$ cat src/rtl/rps_match_controller.sv
// Match controller for the stone/paper/scissors referee.
// Drives start/moves, captures results and keeps a best-of-N score.
module rps_match_controller #(
  parameter int         WIN_TARGET  = 2,
  parameter int         MAX_ROUNDS  = 9,
  parameter int         TIMEOUT_CYC = 15,
  parameter logic [7:0] LFSR_SEED   = 8'hA5
) (
  input  logic       clk,
  input  logic       reset_n,
  input  logic       match_start,
  input  logic [1:0] p1_move_in,
  input  logic       p1_valid,
  input  logic       p2_auto,
  input  logic [1:0] p2_move_in,
  output logic       ref_start,
  output logic [1:0] ref_p1_move,
  output logic [1:0] ref_p2_move,
  input  logic [1:0] ref_winner,
  input  logic [2:0] ref_state,
  output logic [3:0] p1_score,
  output logic [3:0] p2_score,
  output logic [3:0] round_cnt,
  output logic       busy,
  output logic       match_done,
  output logic [1:0] match_winner,
  output logic       error
);

  localparam int TW = $clog2(TIMEOUT_CYC + 1);
  localparam logic [2:0] REF_IDLE   = 3'b000;
  localparam logic [2:0] REF_RESULT = 3'b010;

  typedef enum logic [2:0] {
    S_IDLE,
    S_WAIT_MOVE,
    S_ARM,
    S_WAIT_RESULT,
    S_WAIT_IDLE,
    S_DONE,
    S_ERROR
  } state_t;

  state_t        r_state;
  state_t        w_state_nxt;
  logic [7:0]    r_lfsr;
  logic [TW-1:0] r_tmo;
  logic          r_ref_start;
  logic [1:0]    r_p1_move;
  logic [1:0]    r_p2_move;
  logic [3:0]    r_p1_score;
  logic [3:0]    r_p2_score;
  logic [3:0]    r_round_cnt;
  logic [1:0]    r_winner;
  logic          r_error;

  logic       w_start;
  logic       w_accept;
  logic       w_capture;
  logic       w_timeout;
  logic       w_finish;
  logic       w_tmo_hit;
  logic       w_end;
  logic [1:0] w_win;
  logic [1:0] w_auto;
  logic       w_fb;

  assign w_fb   = r_lfsr[7] ^ r_lfsr[5] ^ r_lfsr[4] ^ r_lfsr[3];
  // Fold the unused code 11 back onto stone/paper.
  assign w_auto = (r_lfsr[1:0] == 2'b11) ? {1'b0, r_lfsr[2]}
                                         : r_lfsr[1:0];

  assign w_tmo_hit = (r_tmo == TW'(TIMEOUT_CYC - 1));

  always_comb begin
    w_end = (r_p1_score == 4'(WIN_TARGET))
         || (r_p2_score == 4'(WIN_TARGET))
         || (r_round_cnt == 4'(MAX_ROUNDS));
    w_win = 2'b00;
    if (r_p1_score == 4'(WIN_TARGET))
      w_win = 2'b01;
    else if (r_p2_score == 4'(WIN_TARGET))
      w_win = 2'b10;
    else if (r_p1_score > r_p2_score)
      w_win = 2'b01;
    else if (r_p2_score > r_p1_score)
      w_win = 2'b10;
  end

  always_ff @(posedge clk or negedge reset_n) begin
    if (!reset_n)
      r_state <= S_IDLE;
    else
      r_state <= w_state_nxt;
  end

  always_comb begin
    w_state_nxt = r_state;
    w_start     = 1'b0;
    w_accept    = 1'b0;
    w_capture   = 1'b0;
    w_timeout   = 1'b0;
    w_finish    = 1'b0;
    unique case (r_state)
      S_IDLE, S_DONE, S_ERROR: begin
        if (match_start) begin
          w_start     = 1'b1;
          w_state_nxt = S_WAIT_MOVE;
        end
      end
      S_WAIT_MOVE: begin
        if (p1_valid) begin
          w_accept    = 1'b1;
          w_state_nxt = S_ARM;
        end
      end
      S_ARM: w_state_nxt = S_WAIT_RESULT;
      S_WAIT_RESULT: begin
        if (ref_state == REF_RESULT) begin
          w_capture   = 1'b1;
          w_state_nxt = S_WAIT_IDLE;
        end else if (w_tmo_hit) begin
          w_timeout   = 1'b1;
          w_state_nxt = S_ERROR;
        end
      end
      S_WAIT_IDLE: begin
        if (ref_state == REF_IDLE) begin
          if (w_end) begin
            w_finish    = 1'b1;
            w_state_nxt = S_DONE;
          end else begin
            w_state_nxt = S_WAIT_MOVE;
          end
        end else if (w_tmo_hit) begin
          w_timeout   = 1'b1;
          w_state_nxt = S_ERROR;
        end
      end
      default: w_state_nxt = S_IDLE;
    endcase
  end

  always_ff @(posedge clk or negedge reset_n) begin
    if (!reset_n) begin
      r_lfsr      <= LFSR_SEED;
      r_tmo       <= '0;
      r_ref_start <= 1'b0;
      r_p1_move   <= 2'b00;
      r_p2_move   <= 2'b00;
      r_p1_score  <= 4'd0;
      r_p2_score  <= 4'd0;
      r_round_cnt <= 4'd0;
      r_winner    <= 2'b00;
      r_error     <= 1'b0;
    end else begin
      r_lfsr <= w_start ? LFSR_SEED : {r_lfsr[6:0], w_fb};
      if (r_state == S_ARM || w_capture)
        r_tmo <= '0;
      else if (r_state == S_WAIT_RESULT
            || r_state == S_WAIT_IDLE)
        r_tmo <= r_tmo + TW'(1);
      if (w_start) begin
        r_p1_score  <= 4'd0;
        r_p2_score  <= 4'd0;
        r_round_cnt <= 4'd0;
        r_winner    <= 2'b00;
        r_error     <= 1'b0;
      end
      if (w_accept) begin
        r_p1_move   <= p1_move_in;
        r_p2_move   <= p2_auto ? w_auto : p2_move_in;
        r_ref_start <= 1'b1;
      end
      if (w_capture) begin
        r_ref_start <= 1'b0;
        if (r_round_cnt != 4'(MAX_ROUNDS))
          r_round_cnt <= r_round_cnt + 4'd1;
        if (ref_winner == 2'b01 && r_p1_score != 4'hF)
          r_p1_score <= r_p1_score + 4'd1;
        if (ref_winner == 2'b10 && r_p2_score != 4'hF)
          r_p2_score <= r_p2_score + 4'd1;
      end
      if (w_timeout) begin
        r_error     <= 1'b1;
        r_ref_start <= 1'b0;
      end
      if (w_finish)
        r_winner <= w_win;
    end
  end

  assign ref_start    = r_ref_start;
  assign ref_p1_move  = r_p1_move;
  assign ref_p2_move  = r_p2_move;
  assign p1_score     = r_p1_score;
  assign p2_score     = r_p2_score;
  assign round_cnt    = r_round_cnt;
  assign match_winner = r_winner;
  assign error        = r_error;
  assign match_done   = (r_state == S_DONE);
  assign busy         = !(r_state == S_IDLE
                       || r_state == S_DONE
                       || r_state == S_ERROR);

endmodule
$ cat config.mk
export PLATFORM = sky130hd
export DESIGN_NAME = rps_match_controller
export DESIGN_NICKNAME = d
export VERILOG_FILES = /design/src/rtl/rps_match_controller.sv
export SDC_FILE = /design/constraint.sdc
export NUM_CORES = 1
export LEC_CHECK = 0
export ABC_AREA = 0
export ABC_CLOCK_PERIOD_IN_PS = 1900
export BUFFER_PORTS_ARGS = -buffer_cell sky130_fd_sc_hd__buf_2
export CORE_AREA = 2 2 72 74
export DETAILED_ROUTE_END_ITERATION = 10
export DIE_AREA = 0 0 74 76
export PLACE_DENSITY = 0.67
export SKIP_LAST_GASP = 1
export SYNTH_ARGS = -nofsm -noshare
export SYNTH_HDL_FRONTEND = slang
export SYNTH_SLANG_ARGS = --single-unit
$ cat constraint.sdc
create_clock -name clk -period 1.9 [get_ports clk]
set_clock_uncertainty 0.15 [all_clocks]
set_input_delay 0.285 -clock clk [delete_from_list [all_inputs] [get_ports clk]]
set_output_delay 0.285 -clock clk [all_outputs]
set_load 0.01 [all_outputs]
==> metrics <==
Die Area=about 0.0056 mm2; total gr overflow=0; most frequent cell after synthesis=dfrtp_1; final std cells w/o fill=~340; RSZ-0062 raised after global routing=yes; antenna violations before repair=0; cell area after layout=roughly 0.0026 mm2; # DRC=0; Post-Syn Nets=241; fin nets=293; Row Count=26; worst ir drop on vdd=~0.5 mV; CTS HTree Levels=2; #FFs+latches synth=35; crit-path max FO=12; Num CTS Buffers=5; routed len/inst=approximately 13 um; Net Switching=0.00118 W; Tcrit/Tclk final=between 90 and 100%; FMAX=about 0.54 GHz; initial DRC count=81; Port Buffers=35; final hold vios=0; setup TNS=0 ns; via/cell ratio=~5.2; Switching Share=36.0%; Mapped Cells=215; Fillers=462; Synth cell types=52; Placement Setup Slack=about 0.097 ns; Clock Root Buffer=clkbuf_8; top cells by area, synth=dfrtp_1 (37%), ha_1 (7.2%), dfstp_2 (5.0%); Mapped Area=roughly 0.0021 mm2; Starting Density=a little over two fifths; Synth Flop Type=dfrtp_1; Max Cap Viol=0; DP Area=0.00244 mm2; kind of end point of the critical path=primary output; clk_lat worst skew=0.29 ns; routed via count=~1,800; core box area=0.00491 mm2; DP Wirelength=about 3300 um; Synth top area share=roughly 37%; Max Slew Vio Count=0; Yosys warning count=0; hold slack=0.0765 ns; Initial DRT Pass Iterations=4; Crit path max-delay family=flip-flops; Routed Antenna Nets=0; asr flop ratio synth=100%; CP Buf/Inv Count=2; Post-synth EDFFs=0; clock power share=roughly 20%; Pint=0.00210 W; number of global-route vias before repair=1,596; crit path DAT=1.40 ns; Seq pwr share=39.1%; synthesis-to-finish area growth=23.7%; placed cells=around 330; clock sink count=35; type of the worst setup path=register to primary output; Longest Clk Path Bufs=2; global-route wire length before repair=7480 um; I/O Pins=36; cell taking the most area after synthesis=dfrtp_1; PwrDens=roughly 1300 mW/mm2; gr busiest metal=met2; Worst-Margin Slew=around 0.47 ns; # diodes=0; met1 Use GR=between 20% and 30%; post-route minimum period=1.84 ns; largest net degree at the start of global routing=21; fraction of layout cells with a size suffix above 1=between 30% and 40%; Die W=74 um; clk slew on worst S/H paths=0.07 ns; CP peak stage delay=0.48 ns; drt total wl=around 4500 um; Mean Syn Cell Area=9.68 um2; met2 Usage GRT=about a quarter; total track usage=about 17%; Slowest-stage cell, CP=dfrtp_2; Placer Congestion=between 0.7 and 0.8; Worst Path Required=roughly 1.5 ns; Slew HR=approximately two thirds; Die Y=76 um; Commonest cells post-synth=dfrtp_1 (31), inv_1 (16), o21ai_0 (15); leak pwr=approximately 1.2 nW; status=completed; Hold WC Path Type=primary input to register; register area share after synthesis=a little over two fifths; Setup Viol. Count Final=0; Final WS setup=between 0.06 and 0.07 ns; grt met3 use=4.23%; combinational power share=40.5%; CTS tree=built; Setup crit start kind=register; CP cell instances=xor2_1, o21ai_2, inv_2, buf_2
## power by group through the flow
stage	combinational [W]	clock (W)	sequential, W
2_1_floorplan	0.000919	0	0.00127
3_3_place_gp	0.00130	0	0.00130
3_5_place_dp	0.00131	0	0.00130
4_1_cts	0.00134	0.000694	0.00129
5_1_grt	0.00151	0.000727	0.00134
6_report	0.00133	0.000672	0.00128
## state kept, by name (all words and copies together) (netlist names), 2 cells and up
signal        cells
ref_p1_move       2
p2_score          4
match_winner      2
ref_p2_move       2
r_lfsr            8
round_cnt         4
r_tmo             4
p1_score          4
r_state           3
## metrics by stage
stage | util [%] | total power [W]
after floorplan | - | 0.00219
after global placement | 49.7 | 0.00260
after detailed placement | 49.7 | 0.00262
after CTS | 52.4 | 0.00332
after global routing | 52.4 | 0.00357
final | 52.4 | 0.00329
## final cells by class
class | instances | area, um2 | share of cell area [%]
inverters | 16 | 60.1 | 2.33
flip-flops and latches | 35 | 886 | 34.4
repair buffers | 53 | 325 | 12.6
clock buffers | 5 | 68.8 | 2.67
clock inverters | 3 | 43.8 | 1.70
well taps | 70 | 87.6 | 3.40
multi-input cells | 156 | 1100 | 42.9
## logic make-up (layout without fill, tap and decap cells)
logic type,count (synthesis),count (layout),share of synthesized area [%]
simple gates,73,73,21.8
compound gates,60,60,18.9
flops,35,35,42.3
buf+inv,24,77,4.69
fa+ha+maj,12,12,7.21
xor+xnor,6,6,2.52
mux,5,5,2.52
## cells in the final DEF, fill, tap and decap left out, types with 4 or more instances in the layout
cell type and count:
a21oi_1 11, and2_1 6, buf_2 35, buf_4 16, clkbuf_8 5, dfrtp_1 27, dfrtp_2 4, dfstp_2 4
ha_1 12, inv_1 15, nand2_1 8, nand2b_1 6, nand3_1 8, nor2_1 11, nor2b_1 7, o211ai_1 6
o21ai_0 15, o22ai_1 5, xor2_1 4
## final timing paths
kind	startpoint	end	slack (ns)	cells after the start
setup reg to reg	round_cnt[1]	match_winner[0]	0.13	6
setup / recovery	r_state[2]	busy	0.06	4
min in group asynchronous	reset_n	r_tmo[1]	0.31	2
hold reg to reg	r_lfsr[6]	r_lfsr[7]	0.28	1
max in group asynchronous	reset_n	r_lfsr[5]	0.76	3
hold / removal	p1_move_in[1]	ref_p1_move[1]	0.08	2
## worst reg2reg max path, stage by stage (launching register included)
cell,delay [ns]
dfrtp_1,0.39
inv_1,0.06
ha_1,0.18
and3b_1,0.21
o311a_1,0.39
a21oi_1,0.18
o2bb2ai_1,0.14
## timing repair
action | in CTS | in global routing
pin swaps | 0 | 0
gates resized for setup | 3 | 3
endpoints found under the setup margin | 1 | 4
hold endpoints to repair | 15 | 0
hold buffers | 1 | 0
setup buffers | 1 | 0
## layer usage
layer	vias up	part of all wire [%]
met5	-	0
met4	0	1.7
met3	7	5.4
met2	44	45
met1	816	48
li1	888	-
Note: power is estimated with default switching activity, not from simulation.
